**src/rtl/lsu_stall_ctrl.sv**
```systemverilog
// Load/store unit: turns core B/H/W accesses into word transactions with byte enables and formats load data.
// The issue cycle always stalls the core; the stall is held while mem_ready_i is low, and the transaction is abandoned after WAIT_LIMIT wait cycles.
module lsu_stall_ctrl #(
    parameter int ADDR_W     = 32,
    parameter int WAIT_LIMIT = 16
) (
    input  logic              clk_i,
    input  logic              rst_i,
    input  logic              core_req_i,
    input  logic              core_we_i,
    input  logic [2:0]        core_size_i,
    input  logic [ADDR_W-1:0] core_addr_i,
    input  logic [31:0]       core_wd_i,
    output logic [31:0]       core_rd_o,
    output logic              core_stall_o,
    output logic              core_err_o,
    output logic              mem_req_o,
    output logic              mem_we_o,
    output logic [3:0]        mem_be_o,
    output logic [ADDR_W-1:0] mem_addr_o,
    output logic [31:0]       mem_wd_o,
    input  logic [31:0]       mem_rd_i,
    input  logic              mem_ready_i
);

    localparam int CNT_W = $clog2(WAIT_LIMIT + 1);

    typedef enum logic {IDLE, WAIT} state_t;

    state_t            state;
    state_t            state_nxt;
    logic [CNT_W-1:0]  wait_cnt;
    logic              cap_we;
    logic [2:0]        cap_size;
    logic [ADDR_W-1:0] cap_addr;
    logic [3:0]        cap_be;
    logic [31:0]       cap_wd;
    logic              issue;
    logic              cnt_inc;
    logic [3:0]        fmt_be;
    logic [31:0]       fmt_wd;

    function automatic logic access_legal(input logic [2:0] size, input logic [1:0] off);
        case (size)
            3'd0, 3'd4: access_legal = 1'b1;
            3'd1, 3'd5: access_legal = ~off[0];
            3'd2:       access_legal = (off == 2'b00);
            default:    access_legal = 1'b0;
        endcase
    endfunction

    function automatic logic [31:0] load_format(input logic [2:0] size, input logic [1:0] off,
                                                input logic [31:0] word);
        logic [7:0]  lane_b;
        logic [15:0] lane_h;
        lane_b = word[{off, 3'b000} +: 8];
        lane_h = off[1] ? word[31:16] : word[15:0];
        case (size)
            3'd0:    load_format = {{24{lane_b[7]}}, lane_b};
            3'd4:    load_format = {24'd0, lane_b};
            3'd1:    load_format = {{16{lane_h[15]}}, lane_h};
            3'd5:    load_format = {16'd0, lane_h};
            default: load_format = word;
        endcase
    endfunction

    // Store lanes are replicated so the memory can pick whichever lane the byte enables select.
    always_comb begin
        fmt_be = 4'b1111;
        fmt_wd = 32'd0;
        if (core_we_i) begin
            case (core_size_i[1:0])
                2'd0: begin
                    fmt_be = 4'b0001 << core_addr_i[1:0];
                    fmt_wd = {4{core_wd_i[7:0]}};
                end
                2'd1: begin
                    fmt_be = core_addr_i[1] ? 4'b1100 : 4'b0011;
                    fmt_wd = {2{core_wd_i[15:0]}};
                end
                default: begin
                    fmt_be = 4'b1111;
                    fmt_wd = core_wd_i;
                end
            endcase
        end
    end

    always_comb begin
        state_nxt    = state;
        issue        = 1'b0;
        cnt_inc      = 1'b0;
        core_rd_o    = 32'd0;
        core_stall_o = 1'b0;
        core_err_o   = 1'b0;
        mem_req_o    = 1'b0;
        mem_we_o     = 1'b0;
        mem_be_o     = 4'd0;
        mem_addr_o   = '0;
        mem_wd_o     = 32'd0;
        case (state)
            IDLE: begin
                if (core_req_i) begin
                    if (access_legal(core_size_i, core_addr_i[1:0])) begin
                        issue        = 1'b1;
                        mem_req_o    = 1'b1;
                        core_stall_o = 1'b1;
                        mem_we_o     = core_we_i;
                        mem_be_o     = fmt_be;
                        mem_addr_o   = core_addr_i;
                        mem_wd_o     = fmt_wd;
                        state_nxt    = WAIT;
                    end else begin
                        core_err_o = 1'b1;
                    end
                end
            end
            WAIT: begin
                mem_req_o  = 1'b1;
                mem_we_o   = cap_we;
                mem_be_o   = cap_be;
                mem_addr_o = cap_addr;
                mem_wd_o   = cap_wd;
                // A ready arriving in the same cycle as the limit still completes the access.
                if (mem_ready_i) begin
                    core_rd_o = load_format(cap_size, cap_addr[1:0], mem_rd_i);
                    state_nxt = IDLE;
                end else if (wait_cnt == CNT_W'(WAIT_LIMIT)) begin
                    core_err_o = 1'b1;
                    state_nxt  = IDLE;
                end else begin
                    core_stall_o = 1'b1;
                    cnt_inc      = 1'b1;
                end
            end
            default: state_nxt = IDLE;
        endcase
        if (rst_i) begin
            state_nxt    = IDLE;
            issue        = 1'b0;
            cnt_inc      = 1'b0;
            core_rd_o    = 32'd0;
            core_stall_o = 1'b0;
            core_err_o   = 1'b0;
            mem_req_o    = 1'b0;
            mem_we_o     = 1'b0;
            mem_be_o     = 4'd0;
            mem_addr_o   = '0;
            mem_wd_o     = 32'd0;
        end
    end

    always_ff @(posedge clk_i) begin
        if (rst_i) begin
            state    <= IDLE;
            wait_cnt <= '0;
            cap_we   <= 1'b0;
            cap_size <= 3'd0;
            cap_addr <= '0;
            cap_be   <= 4'd0;
            cap_wd   <= 32'd0;
        end else begin
            state <= state_nxt;
            if (issue) begin
                cap_we   <= core_we_i;
                cap_size <= core_size_i;
                cap_addr <= core_addr_i;
                cap_be   <= fmt_be;
                cap_wd   <= fmt_wd;
                wait_cnt <= '0;
            end else if (cnt_inc) begin
                wait_cnt <= wait_cnt + 1'b1;
            end
        end
    end

endmodule

```
**config.mk**
```make
export PLATFORM = sky130hd
export DESIGN_NAME = lsu_stall_ctrl
export DESIGN_NICKNAME = d
export VERILOG_FILES = /design/src/rtl/lsu_stall_ctrl.sv
export SDC_FILE = /design/constraint.sdc
export NUM_CORES = 1
export LEC_CHECK = 0
export ABC_CLOCK_PERIOD_IN_PS = 2700
export BUFFER_PORTS_ARGS = -buffer_cell sky130_fd_sc_hd__buf_4
export CAP_MARGIN = 5
export CORE_MARGIN = 2
export CORE_UTILIZATION = 45
export CTS_BUF_LIST = sky130_fd_sc_hd__clkbuf_8 sky130_fd_sc_hd__clkbuf_16
export DETAILED_ROUTE_END_ITERATION = 8
export PLACE_DENSITY = 0.78
export RECOVER_POWER = 50
export SETUP_SLACK_MARGIN = 0.1
export SYNTH_ARGS = -nofsm -noshare
export SYNTH_HDL_FRONTEND = slang
export SYNTH_SLANG_ARGS = --single-unit
```
**constraint.sdc**
```tcl
create_clock -name clk_i -period 2.7 [get_ports clk_i]
set_input_delay 0.135 -clock clk_i [delete_from_list [all_inputs] [get_ports clk_i]]
set_output_delay 0.135 -clock clk_i [all_outputs]
set_load 0.05 [all_outputs]
```
Word level (Yosys, flattened, before mapping)
Index checks and enable logic that the tools add are counted.
{"block": "classes", "addsub": 1, "eq_ne": 9, "shifts": 2, "muxes": 47, "bitwise": 2, "n_reduce_logical": 7}
{"cell": "32-bit two-way mux", "count": 10}
{"cell": "32-bit one-hot mux with 2 select lines", "count": 3}
{"cell": "32-bit one-hot mux with 4 select lines", "count": 1}
{"cell": "32-bit by 6-bit indexed part select with 8-bit output", "count": 1}
{"cell": "1-bit two-way mux", "count": 20}
{"cell": "4-bit two-way mux", "count": 5}
{"cell": "16-bit two-way mux", "count": 1}
{"cell": "4-bit one-hot mux with 2 select lines", "count": 2}
{"cell": "3-bit equality test, second input constant", "count": 4}
{"cell": "1-bit one-hot mux with 2 select lines", "count": 4}
{"cell": "3-bit by 1-bit equality test with 1-bit output, second input constant", "count": 2}
{"cell": "3-bit zero test", "count": 2}
{"cell": "2-bit OR reduction", "count": 3}
{"cell": "5-bit by 1-bit adder with 5-bit output, second input constant", "count": 1}
{"cell": "5-bit equality test, second input constant", "count": 1}
{"cell": "2-bit zero test", "count": 2}
{"cell": "1-bit by 2-bit left shift with 4-bit output, first input constant", "count": 1}
{"cell": "3-bit by 2-bit equality test with 1-bit output, second input constant", "count": 1}
{"cell": "1-bit one-hot mux with 3 select lines", "count": 1}
{"cell": "2-bit by 1-bit equality test with 1-bit output, second input constant", "count": 1}
{"cell": "1-bit NOT", "count": 2}
{"block": "totals", "ff_bits": 78, "input_bits": 104, "word_cells": 75}

Depth between registers and ports, before layout
{"block": "depth", "depth_word": 10, "ltp_mapped": 8}

Worst setup path before layout
OpenSTA, ideal clock, no wires.
{"block": "synth_timing", "kind": "register -> output", "startpoint": "register state", "endpoint": "output core_rd_o[12]", "arrival_ps": 1976, "setup_slack_ps": 589, "path_stages_with_launch": 6, "path_buffers": 1, "path_cell_list": "dfxtp_1 -> inv_1 -> nor3_1 -> clkbuf_1 -> o21ai_0 -> a21oi_1"}
{"block": "synth_via", "elab_chain_cells": 2}
{"element": "start, declared", "line": "30", "text": "state_t state;"}
{"element": "start signal, assigned", "line": "163", "text": "state <= state_nxt;"}
{"element": "32-bit two-way mux", "line": "101", "text": "case (state)"}
{"element": "32-bit two-way mux", "line": "138", "text": "if (rst_i) begin"}
{"element": "end, declared", "line": "14", "text": "output logic [31:0] core_rd_o,"}
Every way passes these cells.

Worst setup path in the final report
{"block": "layout_timing", "startpoint": "register cap_size[0]", "endpoint": "output core_rd_o[14]"}
{"block": "layout_via", "elab_chain_cells": 5}
{"element": "start, declared", "line": "34", "text": "logic [2:0] cap_size;"}
{"element": "start signal, assigned", "line": "166", "text": "cap_size <= core_size_i;"}
{"element": "3-bit equality test, or another cell as far along", "line": "58", "text": "case (size)"}
{"element": "32-bit one-hot mux with 4 select lines *", "line": "58"}
{"element": "32-bit two-way mux *", "line": "125", "text": "if (mem_ready_i) begin"}
{"element": "32-bit two-way mux *", "line": "101"}
{"element": "32-bit two-way mux *", "line": "138"}
Mark *: on every way between the ends. The rest lies on a longest branch, timed or not.

==> summary.md <==
| Metric | Value |
|---|---|
| Status | `complete, no violations` |
| Final Skew | `between 0.01 and 0.015 ns` |
| IO buf count | `roughly 210` |
| Initial DRC Count | `between 200 and 300` |
| Internal power | `around 1.9 mW` |
| Antenna violations before repair | `0` |
| VDD IR max | `~0.00026 V` |
| Post-layout minimum cycle time | `2.401 ns` |
| Syn Nets | `~620` |
| Mapped Area | `4482 sq um` |
| Max-Cap Viols | `0` |
| Setup TNS | `0 ns` |
| Rows | `36` |
| Crit Path Class | `register to primary output` |
| Pwr/cell area | `~440 nW/um^2` |
| Vias | `4900` |
| Flops & latches, synth | `between 70 and 80` |
| Critical path, cell by cell | `nor2b_1 > buf_4 > a32oi_1 > o21ai_0 > o211a_1 > buf_4` |
| Largest net degree at the start of global routing | `69` |
| Hold path depth | `2` |
| Post-CTS Setup Bufs | `0` |
| Final setup viols | `0` |
| Vias in the first global route | `approximately 4800` |
| Core area | `between 9000 and 10000 sq um` |
| Synth top cells by count | `a22o_1, dfxtp_1, nand2_1, a21o_1` |
| Share of total power in the clock network | `between 30% and 40%` |
| Overall Global Routing Usage | `26.48%` |
| Crit path depth | `6` |
| First-pass GRT wire length | `~24000 um` |
| Die W | `103.8 um` |
| CTS tree | `built` |
| Final period utilization | `between 80% and 90%` |
| Syn avg cell area | `8.686 sq um` |
| H-tree levels | `3` |
| Post-DR wirelength/cell | `17.62 um` |
| Remaining DRCs | `0` |
| Most used DFF post-synth | `dfxtp_1` |
| Worst Max-Slew Pin Slew | `roughly 1.5 ns` |
| Area leader, netlist | `dfxtp_1` |
| Cell family with most CP delay | `compound AO/OA/AOI/OAI gates` |
| CTS Sinks | `78` |
| FF-to-FF path depth | `5` |
| Slowest CP cell | `a32oi_1` |
| Share of cells above drive strength 1 | `34.98%` |
| Final ANT Viol Nets | `0` |
| Most common cell in the netlist | `a22o_1` |
| Num ports | `208` |
| WP data arrival | `roughly 2.3 ns` |
| Ant. Diodes | `0` |
| Sequential-to-total area share from yosys stat | `a little over a third` |
| Slew Viols, Final | `0` |
| Switching share of total power | `about a third` |
| Crit-path max cell delay | `just under 0.6 ns` |
| Logic pwr share | `23.5%` |
| # fillers | `a little under 900` |
| Initial Utilization | `46.06%` |
| GP Congestion | `approximately 0.9` |
| Latest clock arrival within the worst-skew pair | `around 0.35 ns` |
| Psw | `0.8959 mW` |
| Pleak | `3.391 nW` |
| Slew HR | `between 2 and 3%` |
| CP most frequent cell | `buf_4` |
| Post-DP HPWL | `between 10000 and 15000 um` |
| Yosys warning count | `0` |
| RSZ-0062 raised after global routing | `false` |
| Final hold violation count | `0` |
| Top cells by area, synth | `dfxtp_1, a22o_1, a21o_1, mux2i_1, nand2_1` |
| Clock buffer depth | `2` |
| Area grow syn2layout | `40.42%` |
| Final net count | `between 800 and 900` |
| GR Overflow Total | `0` |
| Post-synth EDFFs | `0` |
| Final Util | `64.69%` |
| Vias per Instance | `a little under 6` |
| FFs w/ async S/R, synth | `0%` |
| Sequential Power Share | `43.9%` |
| Chip height | `roughly 100 um` |
| Num CTS Buffers | `9` |
| Post-Syn Instances | `~520` |
| CP required | `~2.6 ns` |
| Finished Layout Cells | `roughly 840` |
| Drt first pass iters | `4` |
| Top-area cell type share of the netlist area | `about a third` |
| Startpoint types | `register` |
| Worst reg2reg setup slack | `around 0.45 ns` |
| Achievable Freq | `roughly 0.42 GHz` |
| Final WL | `roughly 15000 um` |
| Crit. End Element | `primary output` |
| Worst Path Max Fanout | `10` |
| Worst min-delay path category | `primary input to register` |
| Cells after DPL | `just over 800` |
| Clock Root Buffer | `clkbuf_8` |
| Die Footprint | `between 10000 and 15000 sq um` |
| Clk slew on worst S/H paths | `approximately 0.10 ns` |
| WP buf/inv | `2` |
| Yosys cell types | `42` |
==> per-layer routing <==
layer / routed length (um) / GRT usage (%) / part of all wire (%) / vias to the layer above
li1: - / - / - / 2282
met1: 5847 / 30.25 / 39 / 2364
met2: 7515 / 48.30 / 51 / 225
met3: 1136 / 6.671 / 7.7 / 29
met4: 340 / 8.398 / 2.3 / 0
met5: 0 / 0 / 0 / -
==> timing repair <==
item                                   4_1_cts  5_1_grt
hold buffers                                 2        4
endpoints found under the hold margin        2        4
gates resized for setup                      0        0
==> per-stage QoR <==
step / total power [mW] / instance area (sq um) / setup slack (ns) / hold slack, ns
floorplan: 1.640 / 4482 / 0.5893 / 0.2436
global placement: 1.894 / 6090 / 0.7042 / 0.3603
detailed placement: 1.911 / 6090 / 0.7019 / 0.3664
CTS: 2.811 / 6314 / 0.3116 / 0.001482
global route: 2.916 / 6294 / 0.1365 / 0.0009186
finish: 2.800 / 6294 / 0.2989 / 0.009199
==> sequential cells by signal, summed over array words and instances, names as in the netlist <==
signal / cells
cap_addr: 32
cap_wd: 32
wait_cnt: 5
cap_be: 4
cap_size: 3
cap_we: 1
state: 1
==> cell families after synthesis <==
kind of cell             count (synthesis)  synth area share (%)
AO/OA/AOI/OAI                          209                 35.48
adder cells (fa/ha/maj)                  2                0.5583
flip-flops                              78                 34.84
XOR/XNOR                                 4                0.7818
AND/OR/NAND/NOR                        131                 14.07
buffers and inverters                   58                 6.337
multiplexers                            34                 7.929
==> final cells by class <==
cell class / instances / area, sq um / share of cell area (%)
clock inverter: 7 / 80.08 / 1.272
sequential: 78 / 1562 / 24.81
timing repair buffer: 226 / 1677 / 26.64
clock buffer: 9 / 123.9 / 1.968
inverter: 9 / 33.78 / 0.5368
multi-input combinational: 380 / 2651 / 42.13
tap: 133 / 166.4 / 2.644
==> power by group through the flow <==
stage	registers, mW	clock network (mW)	logic [mW]
3_5_place_dp	1.26	0	0.655
3_3_place_gp	1.25	0	0.642
4_1_cts	1.23	0.921	0.660
2_1_floorplan	1.24	0	0.397
5_1_grt	1.24	0.980	0.699
6_report	1.23	0.911	0.659
==> path summary, 6_finish.rpt <==
kind	startpoint	end
worst max-delay path	cap_size[0]	core_rd_o[14]
worst min-delay path	core_addr_i[15]	cap_addr[15]
worst max register to register	state	cap_addr[18]
worst min register to register	cap_wd[18]	cap_wd[18]
==> cells in the final DEF (no fill, tap or decap), drive strengths merged, types with 2 or more instances in the layout <==
cell type    count
nand2b           4
clkbuf          22
nor2            15
dfxtp           78
mux2             9
xnor2            2
inv             11
mux2i           25
a22o            79
dlygate4sd3      6
and3            10
o211a            3
o211ai           2
ha               2
clkinvlp         2
nor2b            6
nand2           62
xor2             2
nor3            25
o221a            6
buf            207
nand3            2
a21oi           25
a31oi            6
clkinv           2
a32o             2
a32oi            2
nand4            2
a21o            56
o21ai           25
==> worst reg2reg max path, cell delays in order, from the launching register on <==
cell and delay, ns:
dfxtp_1 0.40, inv_1 0.11, o211ai_1 0.14, nor2b_4 0.18, clkbuf_2 1.06, a22o_1 0.31
Note: power is estimated with default switching activity, not from simulation.
